===== src/rtl/iob_picorv32_bus_arb.sv =====
// Two-master, one-slave IOb arbiter: merges the PicoRV32 data bus (m0) and instruction bus (m1) onto one memory port.
// Optional build macro IOB_PICORV32_ARB_RR_EN selects round-robin arbitration; by default m0 has fixed priority.
module iob_picorv32_bus_arb #(
  parameter  int ADDR_W  = 32,
  parameter  int DATA_W  = 32,
  localparam int WSTRB_W = DATA_W / 8
) (
  input  logic               clk_i,
  input  logic               rst_i,
  input  logic               cke_i,
  input  logic               m0_avalid_i,
  input  logic [ADDR_W-1:0]  m0_addr_i,
  input  logic [DATA_W-1:0]  m0_wdata_i,
  input  logic [WSTRB_W-1:0] m0_wstrb_i,
  output logic [DATA_W-1:0]  m0_rdata_o,
  output logic               m0_rvalid_o,
  output logic               m0_ready_o,
  input  logic               m1_avalid_i,
  input  logic [ADDR_W-1:0]  m1_addr_i,
  input  logic [DATA_W-1:0]  m1_wdata_i,
  input  logic [WSTRB_W-1:0] m1_wstrb_i,
  output logic [DATA_W-1:0]  m1_rdata_o,
  output logic               m1_rvalid_o,
  output logic               m1_ready_o,
  output logic               s_avalid_o,
  output logic [ADDR_W-1:0]  s_addr_o,
  output logic [DATA_W-1:0]  s_wdata_o,
  output logic [WSTRB_W-1:0] s_wstrb_o,
  input  logic [DATA_W-1:0]  s_rdata_i,
  input  logic               s_rvalid_i,
  input  logic               s_ready_i
);

  typedef enum logic {IDLE, RD_WAIT} state_t;

  state_t state_q, state_d;
  logic   owner_q, owner_d;
  logic   grant;
  logic   accept;

  logic               sel_avalid;
  logic [ADDR_W-1:0]  sel_addr;
  logic [DATA_W-1:0]  sel_wdata;
  logic [WSTRB_W-1:0] sel_wstrb;

`ifdef IOB_PICORV32_ARB_RR_EN
  logic last_grant_q, last_grant_d;

  always_comb begin
    if (m0_avalid_i && m1_avalid_i) grant = ~last_grant_q;
    else                            grant = m1_avalid_i;
  end
`else
  always_comb begin
    grant = m1_avalid_i & ~m0_avalid_i;
  end
`endif

  assign sel_avalid = grant ? m1_avalid_i : m0_avalid_i;
  assign sel_addr   = grant ? m1_addr_i   : m0_addr_i;
  assign sel_wdata  = grant ? m1_wdata_i  : m0_wdata_i;
  assign sel_wstrb  = grant ? m1_wstrb_i  : m0_wstrb_i;

  // Read data is broadcast; only rvalid is steered, so reads see no added latency.
  assign m0_rdata_o = s_rdata_i;
  assign m1_rdata_o = s_rdata_i;

  always_comb begin
    state_d     = state_q;
    owner_d     = owner_q;
    accept      = 1'b0;
    s_avalid_o  = 1'b0;
    s_addr_o    = '0;
    s_wdata_o   = '0;
    s_wstrb_o   = '0;
    m0_ready_o  = 1'b0;
    m1_ready_o  = 1'b0;
    m0_rvalid_o = 1'b0;
    m1_rvalid_o = 1'b0;
`ifdef IOB_PICORV32_ARB_RR_EN
    last_grant_d = last_grant_q;
`endif
    case (state_q)
      IDLE: begin
        if (sel_avalid) begin
          s_avalid_o = cke_i;
          s_addr_o   = sel_addr;
          s_wdata_o  = sel_wdata;
          s_wstrb_o  = sel_wstrb;
        end
        accept     = sel_avalid & cke_i & s_ready_i;
        m0_ready_o = accept & ~grant;
        m1_ready_o = accept & grant;
        if (accept) begin
`ifdef IOB_PICORV32_ARB_RR_EN
          last_grant_d = grant;
`endif
          // Writes complete on acceptance; only reads hold the bus until rvalid.
          if (sel_wstrb == '0) begin
            owner_d = grant;
            state_d = RD_WAIT;
          end
        end
      end
      RD_WAIT: begin
        if (s_rvalid_i && cke_i) begin
          m0_rvalid_o = ~owner_q;
          m1_rvalid_o = owner_q;
          state_d     = IDLE;
        end
      end
      default: state_d = IDLE;
    endcase
  end

  always_ff @(posedge clk_i) begin
    if (rst_i) begin
      state_q <= IDLE;
      owner_q <= 1'b0;
`ifdef IOB_PICORV32_ARB_RR_EN
      last_grant_q <= 1'b1;
`endif
    end else if (cke_i) begin
      state_q <= state_d;
      owner_q <= owner_d;
`ifdef IOB_PICORV32_ARB_RR_EN
      last_grant_q <= last_grant_d;
`endif
    end
  end

endmodule


===== config.mk =====
export PLATFORM = sky130hd
export DESIGN_NAME = iob_picorv32_bus_arb
export DESIGN_NICKNAME = d
export VERILOG_FILES = /design/src/rtl/iob_picorv32_bus_arb.sv
export SDC_FILE = /design/constraint.sdc
export NUM_CORES = 1
export LEC_CHECK = 0
export ABC_AREA = 1
export ABC_CLOCK_PERIOD_IN_PS = 1300
export CORE_AREA = 2 2 122 124
export DETAILED_ROUTE_END_ITERATION = 7
export DIE_AREA = 0 0 124 126
export PLACE_DENSITY = 0.55
export SYNTH_ARGS = -nofsm -noshare
export SYNTH_HDL_FRONTEND = slang
export SYNTH_SLANG_ARGS = --single-unit

===== constraint.sdc =====
create_clock -name clk_i -period 1.3 [get_ports clk_i]
set_clock_uncertainty 0.2 [all_clocks]
set_input_delay 0.13 -clock clk_i [delete_from_list [all_inputs] [get_ports clk_i]]
set_output_delay 0.13 -clock clk_i [all_outputs]
set_load 0.02 [all_outputs]

After elaboration in Yosys (flattened, before gate mapping)
Index checks and enable logic that the tools add are counted.

operators by class
  $add $sub $neg = 0
  bitwise logic cells = 9
  shift-type cells = 0
  $lt $le $gt $ge = 0
  multiplexer cells = 22
  $mul = 0
  divide/modulo/power cells = 0
  reductions and logical operators = 3
  equality and inequality tests = 0

operators with widths
  cell                                number
  2-to-1 mux 32 bit                   6
  2-to-1 mux 1 bit                    12
  2-to-1 mux 4 bit                    3
  AND 1 bit                           5
  zero test 4 bit                     1
  NOT 1 bit                           4
  AND reduction 4 bit                 1
  one-hot mux 1 bit (2 select lines)  1
  logical AND 1 bit                   1

storage, ports and cells
  logic and storage cells = 36
  output and inout port bits = 137
  latch bits = 0
  bits in read-only memories = 0
  bits in writable memories = 0
  register bits = 2
  input port bits = 175
  memories kept = 0

Depth between registers and ports, before layout
  word-level depth = 7
  depth in mapped cells = 9
  gate-level depth less buffers = 9

Least setup slack after synthesis
Ideal clock, no wire load.

  kind = flip-flop to output port
  start point = register state_q
  end point = output port m0_rvalid_o
  setup slack = -264 ps
  cell stages (with the launch flop) = 5
  arrival = 1234 ps
  buffers on the path = 2
  path through = dfxtp_1 -> inv_2 -> buf_2 -> buf_6 -> nor3_1

on the way
  word-level cells in the longest chain between the ends = 1

RTL lines
  what                    RTL line  RTL
  start, declared         36        state_t state_q, state_d;
  start signal, assigned  124       state_q <= state_d;
  2-to-1 mux 1 bit        83        case (state_q)
  end, declared           16        output logic m0_rvalid_o,

Every way passes these cells.

Final worst setup path
  start point = register state_q
  end point = output port s_wdata_o[28]

on the way
  word-level cells in the longest chain between the ends = 1

RTL lines
  what               RTL line  RTL
  2-to-1 mux 32 bit  83
  end, declared      27        output logic [DATA_W-1:0] s_wdata_o,

Every way passes these cells.

==> impl_metrics.tcl <==
set metrics [dict create \
    status "complete, but fails checks" \
    violations "negative setup slack" \
    drt-met1-wl_um 3780 \
    peakVddDrop_mv 0.428 \
    clkTransAtPathRegs_ps 30 \
    die_height_um 126 \
    die_area_um2 15600 \
    gp_congestion 0.803 \
    timing.final.hold_violations 0 \
    whs_ps 60.0 \
    r2r_start "state_q" \
    place_area_um2 3950 \
    clk_path_buf_depth 2 \
    endpoint_kind "output pin" \
    synth_area_per_cell_um2 5.55 \
    ant_nets 0 \
    nFillCells 1528 \
    numCtsBuffers 3 \
    cts_max_level 1 \
    seq_area_frac_synth_pct 2.15 \
    grt_pass1_vias 2990 \
    min_path_type "input port to output pin" \
    clk_latency_ps 220 \
    internal-power_uw 1330 \
    antenna_found_initial 0 \
    critPathCapture "s_wdata_o[28]" \
    rr_worst_depth 8 \
    r2r_slack_ps -140 \
    dp_slack_ps -876 \
    place_hpwl_um 7020 \
    cts_tree "done" \
    crit_type "flop to output pin" \
    cts.sinks 2 \
    cpMostUsedCell "buf_12" \
    path_cells "inv_8 > buf_12 > buf_12 > buf_16 > buf_8 > nand3_2 > nand2_2 > buf_6" \
    drv_slew 0 \
    fin_nets 683 \
    wl_met3_um 997 \
    grt_pass1_wl_um 15100 \
    drive_above_1_share_pct 50.6 \
    design_area_um2 4870 \
    relSlewSlack_pct 80.2 \
    wl_per_cell_um 15.5 \
    start_kind "flop" \
    core_um2 14300 \
    power_leakage_uw 0.00216 \
    power_frac_seq_pct 2.9 \
    io_buffers 215 \
    antenna_cells 0 \
    area_delta_synth_final_pct 161 \
    cp_max_fo 5 \
    cap_violations 0 \
    critPathArrivalTime_ps 1400 \
    min_path_cells 0 \
    cp_slowest_cell "dfxtp_4" \
    combPwrFrac_pct 74.7 \
    first_pass_iters 4 \
    fin_crit_sh_pct 133 \
    fmax_mhz 579 \
    grt_max_degree 37 \
    worst_slew_pin_slew_ps 297 \
    grt_usage_pct 12.4 \
    synth_cell_type_count 18 \
    fp-row-count 44 \
    crit_path_start "state_q" \
    root_buffer "clkbuf_16" \
    cp_slowest_stage_delay_ps 360 \
    rr_endpoint "owner_q" \
    num_vias 2927 \
    met2_length_um 5750 \
    highest_layer "met4" \
    powerDensity_nw_per_um2 427 \
    start_util_pct 13.0 \
    vias_per_cell 4.24 \
    fin_ws_ps -427 \
    syn_inst 336 \
    clockPowerShare_pct 22.3 \
    switching_power_uw 754 \
    min_period_ps 1730 \
    grt_overflow 0 \
    setup_violations 75 \
    required_ps 970 \
    ys.warnings.count 0 \
    drt-total-wl_um 10700 \
    top_level_ports 312 \
    ys_seq_elements 2 \
    drc 0 \
    rsz0062_at_grt "yes" \
    drtIter0Drc 73 \
    syn-num-nets 511 \
    die_w_um 124 \
    synth_area_um2 1870 \
    p_sw_share_pct 36.2 \
]
final cells by class:
cell class,instances,area [um2],area share [%]
timing repair buffer,259,2840,58.2
sequential,2,43.8,0.899
clock buffer,3,75.1,1.54
inverter,12,62.6,1.28
tap,184,230,4.73
multi-input combinational,230,1620,33.3
routing by layer:
layer	vias to the layer above	global-route usage, %
li1	1399	-
met1	1352	12.7
met2	151	24.2
met3	25	3.58
met4	0	2.97
met5	-	0
state kept, by name (all words and copies together) (netlist names):
name     cells
owner_q      1
state_q      1
kinds of logic after synthesis:
group / after synthesis / synth area share (%)
AO/OA/AOI/OAI: 4 / 1.27
buffers and inverters: 104 / 38.4
flip-flops: 2 / 2.15
AND/OR/NAND/NOR: 226 / 58.2
through the flow:
| stage | setup TNS, ps | util (%) | instances | total power, uW |
|---|---|---|---|---|
| final | -20010 | 34.0 | 690 | 2080 |
| after global placement | -60350 | 27.6 | 661 | 1450 |
| after CTS | -22000 | 32.5 | 690 | 2030 |
| after global routing | -23750 | 34.0 | 690 | 2190 |
| after floorplan | -188 | - | 336 | 914 |
| after detailed placement | -60490 | 27.6 | 661 | 1460 |
worst max-delay path, delay by kind of cell (launching register included):
kind	cells	cell delay (ps)
and+or+nand+nor	2	120
DFF	1	360
buffers and inverters	6	680
how the worst min path moves through the flow:
| stage | startpoint | end | slack [ps] |
|---|---|---|---|
| floorplan | rst_i | state_q | -8 |
| global placement | s_rdata_i[25] | m1_rdata_o[25] | 60 |
| detailed placement | s_rdata_i[25] | m1_rdata_o[25] | 60 |
| CTS | s_rdata_i[25] | m1_rdata_o[25] | 60 |
| global route | s_rdata_i[22] | m1_rdata_o[22] | 60 |
| finish | s_rdata_i[2] | m0_rdata_o[2] | 60 |
power groups by stage:
stage          clock network [uW]  logic, uW  registers (uW)
2_1_floorplan                   0        850            63.5
3_3_place_gp                    0       1380            63.6
3_5_place_dp                    0       1400            63.5
4_1_cts                       472       1490            62.9
5_1_grt                       478       1650            61.0
6_report                      465       1550            61.0
cell usage after synthesis:
master	number	area, um2
nand3_2	10	100
nor3b_1	1	7.51
nand3_1	124	621
a21oi_2	1	8.76
buf_4	64	480
nor3_1	3	15.0
buf_6	7	78.8
a21oi_1	3	15.0
nand2_4	1	11.3
buf_8	1	15.0
inv_1	9	33.8
nand2_1	79	297
clkbuf_1	3	11.3
nor2_1	6	22.5
inv_2	3	11.3
buf_2	17	85.1
nor2_2	2	12.5
dfxtp_1	2	40.0
timing repair:
item                       4_1_cts  5_1_grt
hold buffers                     0        0
cloned                          11        1
buffers inserted                15        5
setup endpoints to repair       75       75
pin swaps                       10       24
resized for setup              444       82
layout by cell type, fill, tap and decap left out, types with 3 or more instances in the layout:
cell type / instances
nand3_2: 40
buf_4: 43
nor2_4: 5
buf_8: 4
inv_1: 7
clkdlybuf4s50_1: 138
nand2_1: 14
nand3_4: 9
buf_12: 10
buf_16: 7
nand2_2: 65
nor3_4: 3
a21oi_2: 3
buf_6: 50
nand3_1: 85
clkbuf_16: 4
Note: power is estimated with default switching activity, not from simulation.
